File: src/rtl/pipe_pkg.sv
// Shared constants for the processor's inter-stage pipeline registers.
// Stage tops pack and unpack their control/datapath bundles with the field
// offsets below before handing them to pipe_stage_skid.
//   - EXMEM_CTRL_W / EXMEM_DATA_W : bundle widths of the EX/MEM register
//   - CTRL_* / DATA_*             : LSB offsets of each field in the bundles
//   - br_op_e, load_sel_e, store_sel_e : encodings carried in the bundles
package pipe_pkg;

    localparam int EXMEM_CTRL_W = 8;
    localparam int EXMEM_DATA_W = 101;

    // Control bundle bit offsets (all-zero bundle == bubble)
    localparam int CTRL_REG_WR     = 0;
    localparam int CTRL_MEM_RD     = 1;
    localparam int CTRL_MEM_WR     = 2;
    localparam int CTRL_BRANCH     = 3;
    localparam int CTRL_MEM_TO_REG = 4;
    localparam int CTRL_BR_OP_LO   = 5;   // 2 bits
    localparam int CTRL_ALU_SRC    = 7;

    // Datapath bundle offsets: rd[4:0], pc[36:5], readdata2[68:37], alu_result[100:69]
    localparam int DATA_RD_LO  = 0;
    localparam int DATA_PC_LO  = 5;
    localparam int DATA_RD2_LO = 37;
    localparam int DATA_ALU_LO = 69;

    typedef enum logic [1:0] {
        BR_NONE = 2'd0,
        BR_EQ   = 2'd1,
        BR_NE   = 2'd2,
        BR_JMP  = 2'd3
    } br_op_e;

    typedef enum logic [1:0] {
        LD_W  = 2'd0,
        LD_H  = 2'd1,
        LD_B  = 2'd2,
        LD_BU = 2'd3
    } load_sel_e;

    typedef enum logic [1:0] {
        ST_W = 2'd0,
        ST_H = 2'd1,
        ST_B = 2'd2
    } store_sel_e;

    // Number of entries held, from the two slot valid bits.
    function automatic logic [1:0] occ_count(input logic head_v, input logic skid_v);
        return {1'b0, head_v} + {1'b0, skid_v};
    endfunction

endpackage

File: src/rtl/pipe_slot.sv
// One pipeline entry: valid flag, control bundle and datapath bundle.
// State changes on the falling clock edge, like the rest of the pipeline regs.
//   clk, rst      : clock (falling edge) and synchronous active-high reset
//   load          : capture d_ctrl/d_data and set valid (wins over clear)
//   clear         : drop the entry; control zeroed, datapath held
//   d_ctrl/d_data : entry to capture
//   valid/ctrl/data : registered entry
module pipe_slot #(
    parameter int CTRL_W = 8,
    parameter int DATA_W = 101
) (
    input  logic              clk,
    input  logic              rst,
    input  logic              load,
    input  logic              clear,
    input  logic [CTRL_W-1:0] d_ctrl,
    input  logic [DATA_W-1:0] d_data,
    output logic              valid,
    output logic [CTRL_W-1:0] ctrl,
    output logic [DATA_W-1:0] data
);

    logic              valid_reg;
    logic [CTRL_W-1:0] ctrl_reg;
    logic [DATA_W-1:0] data_reg;

    always_ff @(negedge clk) begin
        if (rst) begin
            valid_reg <= 1'b0;
            ctrl_reg  <= '0;
            data_reg  <= '0;
        end else if (load) begin
            valid_reg <= 1'b1;
            ctrl_reg  <= d_ctrl;
            data_reg  <= d_data;
        end else if (clear) begin
            // Bubble: control goes to zero together with valid, data is kept.
            valid_reg <= 1'b0;
            ctrl_reg  <= '0;
        end
    end

    assign valid = valid_reg;
    assign ctrl  = ctrl_reg;
    assign data  = data_reg;

endmodule

File: src/rtl/pipe_stage_skid.sv
// Parametrised inter-stage pipeline register with valid/ready handshake,
// flush, and an optional 2-entry skid buffer (SKID=1) that keeps in_ready
// free of any combinational path from out_ready.
//   clk, rst              : clock (state on falling edge), sync active-high reset
//   flush                 : kill held entries and the entry offered this cycle
//   in_valid/in_ready     : producer handshake; in_ctrl/in_data entry offered
//   out_valid/out_ready   : consumer handshake; out_ctrl/out_data head entry
//   occupancy             : entries held (0..2)
//   stall_cnt             : consecutive cycles with out_valid & ~out_ready, saturating
module pipe_stage_skid
    import pipe_pkg::*;
#(
    parameter int CTRL_W = EXMEM_CTRL_W,
    parameter int DATA_W = EXMEM_DATA_W,
    parameter bit SKID   = 1'b1,
    parameter int CNT_W  = 8
) (
    input  logic              clk,
    input  logic              rst,
    input  logic              flush,
    input  logic              in_valid,
    output logic              in_ready,
    input  logic [CTRL_W-1:0] in_ctrl,
    input  logic [DATA_W-1:0] in_data,
    output logic              out_valid,
    input  logic              out_ready,
    output logic [CTRL_W-1:0] out_ctrl,
    output logic [DATA_W-1:0] out_data,
    output logic [1:0]        occupancy,
    output logic [CNT_W-1:0]  stall_cnt
);

    logic              head_valid;
    logic              head_load;
    logic              head_clear;
    logic [CTRL_W-1:0] head_ctrl;
    logic [DATA_W-1:0] head_data;
    logic [CTRL_W-1:0] head_d_ctrl;
    logic [DATA_W-1:0] head_d_data;
    logic              skid_valid;
    logic              accept;
    logic              rel;
    logic [CNT_W-1:0]  stall_reg;
    logic [CNT_W-1:0]  stall_next;

    // in_ready already carries ~rst, so nothing is accepted during reset.
    assign accept = in_valid & in_ready;
    assign rel    = head_valid & out_ready;

    // Load has priority inside the slot, so a release that is refilled the
    // same edge keeps the head valid. head_load is gated by flush elsewhere.
    assign head_clear = flush | rel;

    pipe_slot #(
        .CTRL_W (CTRL_W),
        .DATA_W (DATA_W)
    ) u_head (
        .clk    (clk),
        .rst    (rst),
        .load   (head_load),
        .clear  (head_clear),
        .d_ctrl (head_d_ctrl),
        .d_data (head_d_data),
        .valid  (head_valid),
        .ctrl   (head_ctrl),
        .data   (head_data)
    );

    if (SKID) begin : g_skid
        logic              skid_load;
        logic              skid_clear;
        logic [CTRL_W-1:0] skid_ctrl;
        logic [DATA_W-1:0] skid_data;

        // Skid empty guarantees room for one more entry whatever the consumer does.
        assign in_ready = ~rst & ~skid_valid;

        always_comb begin
            head_load   = 1'b0;
            skid_load   = 1'b0;
            head_d_ctrl = in_ctrl;
            head_d_data = in_data;
            if (!flush) begin
                if (skid_valid) begin
                    // in_ready is low, so only skid -> head movement is possible.
                    if (rel) begin
                        head_load   = 1'b1;
                        head_d_ctrl = skid_ctrl;
                        head_d_data = skid_data;
                    end
                end else if (accept) begin
                    if (!head_valid || rel) begin
                        head_load = 1'b1;
                    end else begin
                        skid_load = 1'b1;
                    end
                end
            end
        end

        assign skid_clear = flush | (rel & skid_valid);

        pipe_slot #(
            .CTRL_W (CTRL_W),
            .DATA_W (DATA_W)
        ) u_skid (
            .clk    (clk),
            .rst    (rst),
            .load   (skid_load),
            .clear  (skid_clear),
            .d_ctrl (in_ctrl),
            .d_data (in_data),
            .valid  (skid_valid),
            .ctrl   (skid_ctrl),
            .data   (skid_data)
        );
    end else begin : g_single
        assign in_ready    = ~rst & (out_ready | ~head_valid);
        assign head_load   = ~flush & accept;
        assign head_d_ctrl = in_ctrl;
        assign head_d_data = in_data;
        assign skid_valid  = 1'b0;
    end

    // Stall counter: restarts whenever the head is not stuck this cycle.
    always_comb begin
        stall_next = '0;
        if (!flush && head_valid && !out_ready) begin
            if (stall_reg == {CNT_W{1'b1}}) begin
                stall_next = stall_reg;
            end else begin
                stall_next = stall_reg + {{(CNT_W-1){1'b0}}, 1'b1};
            end
        end
    end

    always_ff @(negedge clk) begin
        if (rst) begin
            stall_reg <= '0;
        end else begin
            stall_reg <= stall_next;
        end
    end

    assign out_valid = head_valid;
    assign out_ctrl  = head_ctrl;
    assign out_data  = head_data;
    assign occupancy = occ_count(head_valid, skid_valid);
    assign stall_cnt = stall_reg;

endmodule

File: config.mk
export PLATFORM = sky130hd
export DESIGN_NAME = pipe_stage_skid
export DESIGN_NICKNAME = d
export VERILOG_FILES = /design/src/rtl/pipe_pkg.sv /design/src/rtl/pipe_slot.sv /design/src/rtl/pipe_stage_skid.sv
export SDC_FILE = /design/constraint.sdc
export NUM_CORES = 1
export LEC_CHECK = 0
export CAP_MARGIN = 20
export CORE_MARGIN = 2
export CORE_UTILIZATION = 51
export CTS_BUF_LIST = sky130_fd_sc_hd__clkbuf_16
export CTS_CLUSTER_SIZE = 25
export DETAILED_ROUTE_END_ITERATION = 16
export MAX_ROUTING_LAYER = met4
export PLACE_DENSITY = 0.8
export SLEW_MARGIN = 20
export SYNTH_ARGS = -nofsm -noshare
export SYNTH_HDL_FRONTEND = slang
export SYNTH_SLANG_ARGS = --single-unit
File: constraint.sdc
create_clock -name clk -period 2.75 [get_ports clk]
set_input_delay 0.825 -clock clk [delete_from_list [all_inputs] [get_ports clk]]
set_output_delay 0.825 -clock clk [all_outputs]
set_load 0.03 [all_outputs]
==> results of run 1 <==
timing repair:
| action | CTS |
|---|---|
| endpoints found under the setup margin | 349 |
| gates cloned | 73 |
| pin swaps | 122 |
| setup buffers | 76 |
| gates resized for setup | 456 |
cells by family after synthesis:
logic type,Yosys count
fa+ha+maj,2
simple gates,242
buf+inv,163
mux,110
compound gates,435
flops,228
cell usage after synthesis (2+ instances only):
cell type,n
a21oi_1,105
ha_1,2
nor2b_1,3
inv_1,2
nor3_1,5
buf_1,16
a31oi_1,2
or4b_2,101
dfxtp_1,228
o211a_1,2
and3_1,2
and2_1,2
o2bb2ai_1,8
a32o_1,8
nand3_1,105
o311ai_0,101
nor2_1,4
o21ai_0,56
or4b_1,3
nand2_1,8
o211ai_1,101
buf_2,23
o21ai_1,50
clkbuf_1,120
nand2b_1,2
mux2i_1,110
metrics by stage:
step / hold WS [ps] / instances / cell area (um2) / setup WS (ps)
2_1_floorplan: 453.2 / 1180 / 11190 / -767.8
3_3_place_gp: 451.6 / 1611 / 13860 / -1233
3_5_place_dp: 448.6 / 1611 / 13860 / -1266
4_1_cts: 453.2 / 2033 / 19570 / -797.8
==> impl_metrics.csv, run 1 <==
group,metric,value,unit
cts,cts-htree-levels,1,
run_status,firstError,"[ERROR DPL-0038] Utilization greater than 100%, impossible to legalize",
logic_synthesis,synth_cells,1180,
cts,postCtsHoldBufs,0,
logic_synthesis,ys.flop_type,"dfxtp_1",
floorplan,dieWidth,150.9,um
floorplan,start_util,52.17,%
floorplan,ioPinCount,235,
floorplan,rows,53,
cts,cts_sinks,228,
logic_synthesis,synth_area,11000,um2
placed_design,hpwl,21180,um
global_route,grt_max_degree,93,
logic_synthesis,synth_top_family_by_area,"compound AO/OA/AOI/OAI gates",
floorplan,die_y,150.9,um
logic_synthesis,synthTopCellsByArea,"dfxtp_1, mux2i_1, or4b_2",
logic_synthesis,synth_edf_count,0,
run_status,haltStage,"global routing (5_1_grt)",
logic_synthesis,synth_top_area_share,41.49,%
logic_synthesis,synth_top_area_cell,"dfxtp_1",
logic_synthesis,yosys.area_share.adder,0.2275,%
cts,clock_path_buffers,3,
cts,cts_buffers,26,
logic_synthesis,yosys_warnings,0,
logic_synthesis,synth_simple_gate_area_share,16.01,%
placed_design,gp_congestion,0.8297,
logic_synthesis,async_flop_share,0,%
cts,root_buffer,"clkbuf_16",
placed_design,port_buffers,234,
logic_synthesis,synth_compound_gate_area_share,26.33,%
logic_synthesis,synth.distinct_cells,37,
timing,grt-worst-endpoint,"occupancy[0]",
timing,worstEpCategory,"primary output",
logic_synthesis,synth_xor_area_share,0,%
logic_synthesis,muxShareOfSynthArea,10.01,%
logic_synthesis,ys_ff_latch,228,
logic_synthesis,yosysSeqAreaShare,41.49,%
logic_synthesis,syn-num-nets,1296,
run_status,status,"stopped before the end",
logic_synthesis,avgSynthCellArea,9.323,um2
==> inputs of run 2 (changes only) <==
--- a/config.mk
+++ b/config.mk
@@ -7,12 +7,9 @@
 export LEC_CHECK = 0
 export CAP_MARGIN = 20
 export CORE_MARGIN = 2
-export CORE_UTILIZATION = 51
-export CTS_BUF_LIST = sky130_fd_sc_hd__clkbuf_16
-export CTS_CLUSTER_SIZE = 25
+export CORE_UTILIZATION = 40
 export DETAILED_ROUTE_END_ITERATION = 16
-export MAX_ROUTING_LAYER = met4
-export PLACE_DENSITY = 0.8
+export PLACE_DENSITY_LB_ADDON = 0.15
 export SLEW_MARGIN = 20
 export SYNTH_ARGS = -nofsm -noshare
 export SYNTH_HDL_FRONTEND = slang
==> run 2 against run 1 <==
  * The flow now finishes, with violations (setup timing)
  * Synthesized cell count unchanged
  * Synthesized area unchanged
==> impl_metrics.csv, run 2 <==
group,metric,value,unit
floorplan,dieWidth,169.8,um
layout,drive_gt1_share,54.69,%
logic_synthesis,ys.flop_type,"dfxtp_1",
run_status,status,"finished, violations left",
flow_run,cap_violations,0,
pwr,irDropWorstVdd,0.0003784,V
global_route,grt_util_all_layers,34.69,%
floorplan,ioPinCount,235,
placed_design,hpwl,21970,um
drt,ant_nets,0,
drt,drt_wl_total,56700,um
drt,drcViolationCount,0,
cts,cts_tree,"built",
layout,finish.utilization,81.62,%
timing,drv_slew,0,
floorplan,start_util,40.82,%
logic_synthesis,yosysSeqAreaShare,41.49,%
logic_synthesis,ys_top_cells_by_count,"dfxtp_1, clkbuf_1, mux2i_1, a21oi_1, nand3_1",
drt,vias_per_cell,6.432,
pwr,clock_power_share,49.9,%
cts,clock_path_buffers,3,
drt,wl_per_cell,25.55,um
layout,final_common_cell,"inv_1",
placed_design,place_area,14040,um2
cts,root_buffer,"clkbuf_16",
global_route,antenna_found_initial,1,
floorplan,rows,60,
global_route,grt_max_degree,79,
pwr,p_comb_share,17.8,%
logic_synthesis,synth_cells,1180,
logic_synthesis,synth_top_area_share,41.49,%
worst_setup_path,critPathCaptureType,"output pin",
layout,final_cell_mix,"inv_1, buf_4, buf_6",
floorplan,die_y,169.8,um
worst_setup_path,path_class,"register to output pin",
worst_setup_path,worstPathMaxFanout,3,
cts,path_clk_slew,30,ps
layout,area_delta_synth_final,99.97,%
logic_synthesis,synth_top_area_cell,"dfxtp_1",
pwr,power_switching,3.764,mW
placed_design,port_buffers,234,
worst_setup_path,cp.arrival,2710,ps
global_route,grt_pass1_wl,78300,um
cts,clock_latency,630,ps
timing,slew_headroom,30.71,%
min_path,hold_path.class,"register to register",
pwr,power.internal,7.327,mW
layout,fillers,1493,
layout,fin_nets,1976,
drt,dr.pass1.iters,6,
logic_synthesis,ys_ff_latch,228,
layout,final_cell_area,22000,um2
worst_setup_path,start_kind,"register",
timing,setup_viol,348,
logic_synthesis,yosys.cell_count.top_type,"dfxtp_1",
pwr,power_leakage,9.523,nW
logic_synthesis,synth_edf_count,0,
logic_synthesis,avgSynthCellArea,9.323,um2
placed_design,gp_congestion,0.7713,
logic_synthesis,synth_area,11000,um2
timing,tns,-169480,ps
pwr,power_density,504.2,nW/um2
floorplan,core_area,26950,um2
timing,worst_clock_skew,50.63,ps
timing,grt_setup_unrepaired,"yes",
logic_synthesis,yosys_warnings,0,
cts,cts_sinks,228,
global_route,grt_pass1_vias,14340,
timing,finalHoldViolCount,0,
pwr,power_frac_seq,32.3,%
logic_synthesis,syn-num-nets,1296,
drt,drt_iter0_drc,1416,
worst_setup_path,critPathRequiredTime,1930,ps
timing,tightest_slew,1039,ps
logic_synthesis,async_flop_share,0,%
floorplan,dieArea,28840,um2
run_status,violations,"setup timing",
logic_synthesis,synthTopCellsByArea,"dfxtp_1, mux2i_1, or4b_2",
timing,timing.final.ws_setup,-788.0,ps
pwr,netSwitchingFraction,33.94,%
cts,cts_buffers,27,
layout,diodes,0,
cts,cts-htree-levels,1,
global_route,overflow,0,
drt,route.vias.total,14270,
logic_synthesis,synth.distinct_cells,37,
==> run 2: cell counts after synthesis <==
No cell type changed its count.
==> run 2: critical path, stage by stage, from the launching register on <==
cell	delay, ps
dfxtp_4	360
ha_4	270
buf_8	130
==> run 2: repair_timing <==
action / in CTS / in global routing
pin swaps: 184 / 139
hold buffers: 0 / 0
resized for setup: 622 / 298
setup buffers: 151 / 73
gates cloned: 62 / 3
endpoints found under the setup margin: 348 / 349
==> run 2: metrics by stage <==
step / setup slack, ps / cells / total power, mW / hold slack (ps)
CTS: -800.8 / 2172 / 10.68 / 449.2
global placement: -1209 / 1687 / 5.304 / 456.3
floorplan: -767.8 / 1180 / 4.688 / 453.2
detailed placement: -1241 / 1687 / 5.311 / 448.7
global route: -829.1 / 2219 / 11.53 / 462.9
finish: -788.0 / 2219 / 11.09 / 451.2
==> run 2: worst paths after layout <==
check	start	endpoint	slack, ps	cells after the start
max reg2reg	g_skid.u_skid.valid$_SDFFE_NP0P_	u_head.data[62]$_SDFFE_NP0P_	-50	8
min reg2reg	g_skid.u_skid.data[57]$_SDFFE_NP0P_	g_skid.u_skid.data[57]$_SDFFE_NP0P_	450	2
max	g_skid.u_skid.valid$_SDFFE_NP0P_	occupancy[0]	-790	2
min	g_skid.u_skid.data[57]$_SDFFE_NP0P_	g_skid.u_skid.data[57]$_SDFFE_NP0P_	450	2
==> run 2: cell type report <==
cell class	count	area [um2]	area share [%]
inverter	1	8.758	0.03982
timing repair buffer	583	7256	32.98
tap	341	426.7	1.940
clock inverter	248	1130	5.136
multi-input combinational	791	7772	35.33
sequential	228	4728	21.49
clock buffer	27	675.6	3.072
==> run 2: power groups by stage <==
| stage | combinational, mW | sequential, mW | clock, mW |
|---|---|---|---|
| 2_1_floorplan | 0.397 | 3.79 | 0.502 |
| 3_3_place_gp | 1.21 | 3.59 | 0.502 |
| 3_5_place_dp | 1.22 | 3.59 | 0.502 |
| 4_1_cts | 1.75 | 3.58 | 5.35 |
| 5_1_grt | 2.03 | 3.58 | 5.91 |
| 6_report | 1.98 | 3.58 | 5.53 |
==> run 2: routing by layer <==
layer  share of wire [%]  up-vias  track usage [%]  wire [um]
li1                    -     6097                -          -
met1                  37     6899            40.35      20720
met2                  48     1012            57.00      26940
met3                  10      265            10.12       5797
met4                 5.7        0            20.14       3233
met5                   0        -                0          0
==> run 2: kinds of logic after synthesis <==
| group | Yosys count | synth area share (%) |
|---|---|---|
| mux | 110 | 10.01 |
| flops | 228 | 41.49 |
| fa+ha+maj | 2 | 0.2274 |
| buf+inv | 163 | 5.926 |
| compound gates | 435 | 26.33 |
| simple gates | 242 | 16.01 |
Note: power is estimated with default switching activity, not from simulation.
==> inputs of run 3 (changes only) <==
--- a/config.mk
+++ b/config.mk
@@ -5,12 +5,15 @@
 export SDC_FILE = /design/constraint.sdc
 export NUM_CORES = 1
 export LEC_CHECK = 0
+export ABC_AREA = 1
 export CAP_MARGIN = 20
 export CORE_MARGIN = 2
 export CORE_UTILIZATION = 40
 export DETAILED_ROUTE_END_ITERATION = 16
+export DONT_BUFFER_PORTS = 1
 export PLACE_DENSITY_LB_ADDON = 0.15
 export SLEW_MARGIN = 20
 export SYNTH_ARGS = -nofsm -noshare
 export SYNTH_HDL_FRONTEND = slang
 export SYNTH_SLANG_ARGS = --single-unit
+export TNS_END_PERCENT = 100
==> run 3 against run 2 <==
  * The flow still finishes with violations (setup timing)
  * Cell count down 9.2%
  * Clock skew down 27 ps
  * Utilization down 19 points
  * Sequential share of layout area up 11 points
  * Critical endpoint unchanged
  * Routed wire length down 46%
  * Critical path depth unchanged
  * Synthesized area down 12%
  * Global-route usage down 13 points
  * Synthesized cell count up 17%
  * Sequential power down 4%
  * Largest power group unchanged
==> impl_metrics.csv, run 3 <==
group,metric,value,unit
min_path,hold_path.class,"register to register",
min_path,min_path_cells,2,
drt,dr.pass1.iters,5,
layout,fin_nets,1792,
floorplan,ioPinCount,235,
worst_setup_path,crit_chain,"ha_4, buf_12",
logic_synthesis,synth_top_area_share,47.07,%
logic_synthesis,synth_edf_count,0,
layout,final_common_cell,"inv_1",
worst_setup_path,worst-path-buf-inv,1,
placed_design,hpwl,17260,um
worst_setup_path,start_kind,"register",
floorplan,core_area,23610,um2
logic_synthesis,async_flop_share,0,%
floorplan,dieWidth,159.7,um
layout,seqCellArea,4878,um2
timing,timing.final.ws_setup,-763.7,ps
drt,wl_per_cell,15.28,um
logic_synthesis,yosysSeqAreaShare,47.07,%
timing,setup_viol,227,
timing,drv_slew,0,
cts,postCtsHoldBufs,0,
min_path,holdCritStartpoint,"g_skid.u_skid.data[15]$_SDFFE_NP0P_",
worst_setup_path,cp_slowest_stage_delay,350,ps
logic_synthesis,syn-num-nets,1494,
drt,drcViolationCount,0,
timing,worst_clock_skew,23.65,ps
worst_setup_path,cp.arrival,2690,ps
pwr,p_comb_share,6.6,%
pwr,power_density,601.1,nW/um2
drt,ant_nets,0,
floorplan,start_util,41.07,%
run_status,violations,"setup timing",
logic_synthesis,ys_top_cells_by_count,"nand2_1, dfxtp_1, inv_1, nand3_1, a21oi_1",
worst_setup_path,worstPathMaxFanout,3,
pwr,clock_power_share,54.6,%
drt,route.vias.total,10030,
cts,cts_tree,"built",
pwr,power_frac_seq,38.7,%
global_route,antenna_found_initial,1,
layout,multi_input_area,4636,um2
pwr,power.internal,6.233,mW
drt,drt_iter0_drc,617,
worst_setup_path,critPathRequiredTime,1930,ps
global_route,grt_pass1_vias,9791,
placed_design,post-place-ws,-557.9,ps
global_route,grt_util_all_layers,21.38,%
timing,grt_setup_unrepaired,"yes",
pwr,irDropWorstVdd,0.0004912,V
logic_synthesis,synth_cells,1378,
cts,cts_sinks,228,
worst_setup_path,critPathCaptureType,"output pin",
worst_setup_path,path_class,"register to output pin",
drt,drt_wl_total,30780,um
global_route,grt_pass1_wl,46040,um
logic_synthesis,avgSynthCellArea,7.037,um2
layout,drive_gt1_share,27.86,%
pwr,netSwitchingFraction,30.09,%
layout,fillers,2159,
flow_run,cap_violations,0,
cts,root_buffer,"clkbuf_16",
drt,vias_per_cell,4.981,
worst_setup_path,critical-path-top-delay-family,"flip-flops",
worst_setup_path,timing.rr.end,"u_head.data[78]$_SDFFE_NP0P_",
floorplan,die_y,159.7,um
cts,path_clk_slew,30,ps
placed_design,gp_congestion,0.7755,
logic_synthesis,synth_top_area_cell,"dfxtp_1",
timing,slew_headroom,73.07,%
global_route,grt_max_degree,106,
cts,clock_latency,600,ps
placed_design,port_buffers,0,
timing,tns,-58180,ps
pwr,power_switching,2.682,mW
worst_setup_path,worstReg2RegStart,"u_head.valid$_SDFFE_NP0P_",
logic_synthesis,ys_ff_latch,228,
layout,area_delta_synth_final,52.95,%
run_status,status,"finished, violations left",
logic_synthesis,synth.distinct_cells,24,
timing,finalHoldViolCount,0,
floorplan,rows,56,
worst_setup_path,slowest_stage,"dfxtp_4",
worst_setup_path,r2r_setup_slack,1060,ps
global_route,overflow,0,
cts,cts_buffers,27,
pwr,power_leakage,6.624,nW
logic_synthesis,synth_area,9697,um2
floorplan,dieArea,25500,um2
cts,clock_path_buffers,3,
layout,final_cell_mix,"inv_1, nand2_1, nand3_1",
worst_setup_path,reg2reg_depth,9,
cts,cts-htree-levels,1,
logic_synthesis,yosys.cell_count.top_type,"nand2_1",
min_path,holdPathEnd,"g_skid.u_skid.data[15]$_SDFFE_NP0P_",
logic_synthesis,synthTopCellsByArea,"dfxtp_1, nand3_1, a21oi_1",
timing,tightest_slew,403.9,ps
logic_synthesis,yosys_warnings,0,
logic_synthesis,ys.flop_type,"dfxtp_1",
run 3: changes by cell type after synthesis, sizes merged, moves of 104 or more:
cell   previous run  this run
mux2i           110         0
or4b            104         0
nand2             8       272
a21oi           105       211
nand3           105       214
inv               2       219
run 3: what timing repair did:
| action | in CTS | in global routing |
|---|---|---|
| buffers inserted | 3 | 13 |
| setup endpoints to repair | 121 | 153 |
| gates resized for setup | 192 | 98 |
| pin swaps | 2 | 23 |
| gates cloned | 0 | 12 |
run 3: worst max path at each step:
stage	startpoint	to	cells after the start
2_1_floorplan	rst	u_head.data[16]$_SDFFE_NP0P_	10
3_3_place_gp	out_ready	u_head.data[3]$_SDFFE_NP0P_	8
3_5_place_dp	rst	u_head.data[83]$_SDFFE_NP0P_	8
4_1_cts	g_skid.u_skid.valid$_SDFFE_NP0P_	occupancy[0]	2
5_1_grt	g_skid.u_skid.valid$_SDFFE_NP0P_	occupancy[0]	2
6_report	g_skid.u_skid.valid$_SDFFE_NP0P_	occupancy[0]	2
run 3: worst register-to-register path: cells and delay by family, from the launching register on:
family / cells / cell delay [ps]
AO/OA/AOI/OAI: 1 / 50
AND/OR/NAND/NOR: 3 / 360
buffers and inverters: 5 / 830
flip-flops: 1 / 350
run 3: metal layers:
metal / track usage [%] / up-vias / part of all wire (%)
met3: 10.96 / 38 / 9.0
met4: 10.50 / 0 / 2.0
met5: 0 / - / 0
met2: 34.32 / 291 / 48
li1: - / 5060 / -
met1: 23.31 / 4642 / 41
run 3: kinds of logic after synthesis:
kind of cell,after synthesis,share of synthesized area (%)
simple gates,499,22.58
compound gates,327,16.92
buf+inv,321,13.08
flops,228,47.07
fa+ha+maj,2,0.2580
xor+xnor,1,0.09034
run 3: per-stage QoR:
stage               hold WS, ps  total power, mW  instances  area, um2  util [%]
floorplan                 430.6            4.367       1378      10370         -
global placement          438.0            4.533       1712      11880     50.31
detailed placement        443.5            4.541       1712      11880     50.31
CTS                       448.3            9.009       1988      13970     59.16
global route              461.4            9.542       2014      14830     62.81
finish                    445.5            8.915       2014      14830     62.81
run 3: power by group through the flow:
stage	registers [mW]	clock network (mW)	logic (mW)
finish	3.45	4.87	0.592
CTS	3.45	5.05	0.509
detailed placement	3.53	0.502	0.504
global placement	3.53	0.502	0.498
global route	3.45	5.45	0.645
floorplan	3.56	0.502	0.299
run 3: final cells by class:
class	count	area share, %
sequential	228	32.89
multi-input combinational	830	31.26
timing repair buffer	143	15.64
clock inverter	248	7.137
inverter	218	5.812
clock buffer	27	4.555
tap	319	2.691
antenna	1	0.01687
==> inputs of run 4 (changes only) <==
--- a/config.mk
+++ b/config.mk
@@ -7,11 +7,12 @@
 export LEC_CHECK = 0
 export ABC_AREA = 1
 export CAP_MARGIN = 20
-export CORE_MARGIN = 2
+export CORE_MARGIN = 1.5
 export CORE_UTILIZATION = 40
 export DETAILED_ROUTE_END_ITERATION = 16
 export DONT_BUFFER_PORTS = 1
 export PLACE_DENSITY_LB_ADDON = 0.15
+export SETUP_SLACK_MARGIN = 0.4
 export SLEW_MARGIN = 20
 export SYNTH_ARGS = -nofsm -noshare
 export SYNTH_HDL_FRONTEND = slang
==> run 4 against run 3 <==
  * The flow still finishes with violations (setup timing)
  * Worst setup slack got worse by 46 ps
  * Sequential cell count is the same
  * Critical path depth is the same
  * Sequential share of layout area down 5.5 points
  * Global-route usage grew 5.6 points
  * Power rose by 5.0%
  * Cell area up 22%
==> impl_metrics.csv, run 4 (synthesized netlist as in run 3, its figures left out) <==
group,metric,value,unit
layout,drive_gt1_share,45.34,%
min_path,holdCritStartpoint,"g_skid.u_skid.data[12]$_SDFFE_NP0P_",
drt,drcViolationCount,0,
global_route,grt_pass1_wl,55320,um
worst_setup_path,cp-startpoint,"g_skid.u_skid.valid$_SDFFE_NP0P_",
worst_setup_path,start_kind,"register",
floorplan,ioPinCount,235,
cts,cts_sinks,228,
global_route,grt.met2_usage,44.90,%
drt,ant_nets,0,
placed_design,hpwl,17560,um
pwr,power_leakage,7.571,nW
drt,drt_wl_total,40200,um
drt,drt_iter0_drc,667,
run_status,status,"finished, violations left",
cts,clock_path_buffers,3,
worst_setup_path,cp.arrival,2730,ps
timing,tightest_slew,739.8,ps
pwr,power_density,518.0,nW/um2
pwr,power_switching,2.998,mW
placed_design,port_buffers,0,
global_route,grt_max_degree,106,
timing,setup_viol,340,
worst_setup_path,worstReg2RegStart,"g_skid.u_skid.valid$_SDFFE_NP0P_",
worst_setup_path,cp_slowest_stage_delay,360,ps
worst_setup_path,critical-path-top-delay-family,"flip-flops",
run_status,violations,"setup timing",
cts,postCtsHoldBufs,0,
drt,dr.pass1.iters,8,
cts,cts-htree-levels,1,
global_route,use_met1,29.50,%
floorplan,start_util,41.07,%
cts,root_buffer,"clkbuf_16",
global_route,use_met3,11.31,%
pwr,irDropWorstVdd,0.0005991,V
worst_setup_path,critPathCaptureType,"output pin",
drt,vias_per_cell,5.368,
worst_setup_path,path_class,"register to output pin",
global_route,grt_busiest_layer,"met2",
cts,cts_buffers,28,
layout,diodes,0,
floorplan,dieArea,25190,um2
floorplan,rows,56,
timing,finalHoldViolCount,0,
pwr,netSwitchingFraction,32.04,%
timing,worst_clock_skew,35.66,ps
global_route,antenna_found_initial,0,
global_route,overflow,0,
cts,path_clk_slew,50,ps
placed_design,gp_congestion,0.7609,
layout,area_delta_synth_final,86.26,%
min_path,hold_path.class,"register to register",
layout,finish.utilization,76.49,%
drt,route.vias.total,11160,
flow_run,cap_violations,0,
layout,final_cell_mix,"inv_1, nand2_1, a21oi_2",
cts,clock_latency,610,ps
worst_setup_path,slowest_stage,"dfxtp_4",
pwr,p_comb_share,8.7,%
layout,fillers,1532,
drt,wl_per_cell,19.34,um
pwr,power_frac_seq,37.0,%
timing,slew_headroom,50.68,%
timing,drv_slew,0,
cts,cts_tree,"built",
pwr,power.internal,6.358,mW
pwr,clock_power_share,54.3,%
floorplan,dieWidth,158.7,um
worst_setup_path,critPathRequiredTime,1930,ps
worst_setup_path,worstPathMaxFanout,3,
layout,fin_nets,1855,
floorplan,die_y,158.7,um
worst_setup_path,worst-path-buf-inv,1,
timing,finalHoldWorstSlack,449.6,ps
worst_setup_path,crit_chain,"ha_4, buf_12",
timing,timing.final.ws_setup,-809.7,ps
global_route,grt_pass1_vias,10820,
global_route,grt_util_all_layers,27.01,%
layout,final_common_cell,"inv_1",
floorplan,core_area,23610,um2
timing,grt_setup_unrepaired,"yes",
-- run 4: what timing repair did --
action	CTS	global route
endpoints found under the hold margin	0	0
gates cloned	35	18
gates resized for setup	259	356
pin swaps	57	104
endpoints found under the setup margin	349	349
setup buffers	36	12
-- run 4: worst min-delay path: stages, from the launching register on --
cell and delay, ps:
dfxtp_1 290, inv_1 60, a21oi_1 50
-- run 4: area by class of cell --
class	count	area, um2	area share, %
timing repair buffer	203	3690	20.43
inverter	218	893.4	4.946
tap	319	399.1	2.210
multi-input combinational	832	6371	35.28
sequential	228	4943	27.37
clock inverter	250	1039	5.750
clock buffer	29	725.7	4.018
-- run 4: power by group through the flow --
stage / registers [mW] / logic, mW / clock network, mW
floorplan: 3.52 / 0.300 / 0.500
global placement: 3.51 / 0.439 / 0.500
detailed placement: 3.51 / 0.444 / 0.500
CTS: 3.46 / 0.636 / 5.10
global route: 3.46 / 0.858 / 5.57
finish: 3.46 / 0.812 / 5.08
-- run 4: path summary, 6_finish.rpt --
check | slack (ps) | end | depth (start not counted)
setup reg to reg | 810 | u_head.data[43]$_SDFFE_NP0P_ | 13
hold reg to reg | 450 | g_skid.u_skid.data[12]$_SDFFE_NP0P_ | 2
setup / recovery | -810 | occupancy[0] | 2
hold / removal | 450 | g_skid.u_skid.data[12]$_SDFFE_NP0P_ | 2
-- run 4: layer usage --
layer | routed length (um) | share of wire (%) | vias up
met2 | 20570 | 51 | 464
met3 | 3325 | 8.3 | 90
met1 | 15140 | 38 | 5401
li1 | - | - | 5205
met5 | 0 | 0 | -
met4 | 1164 | 2.9 | 0
-- run 4: through the flow --
stage	TNS [ps]	setup slack, ps	cells	total power, mW	area [um2]
5_1_grt	-108350	-834.6	2079	9.889	18060
3_5_place_dp	-110110	-653.8	1700	4.453	11810
4_1_cts	-62250	-794.3	2049	9.191	15780
3_3_place_gp	-102500	-648.4	1700	4.446	11810
6_report	-105490	-809.7	2079	9.356	18060
2_1_floorplan	-100130	-515.5	1378	4.320	10630
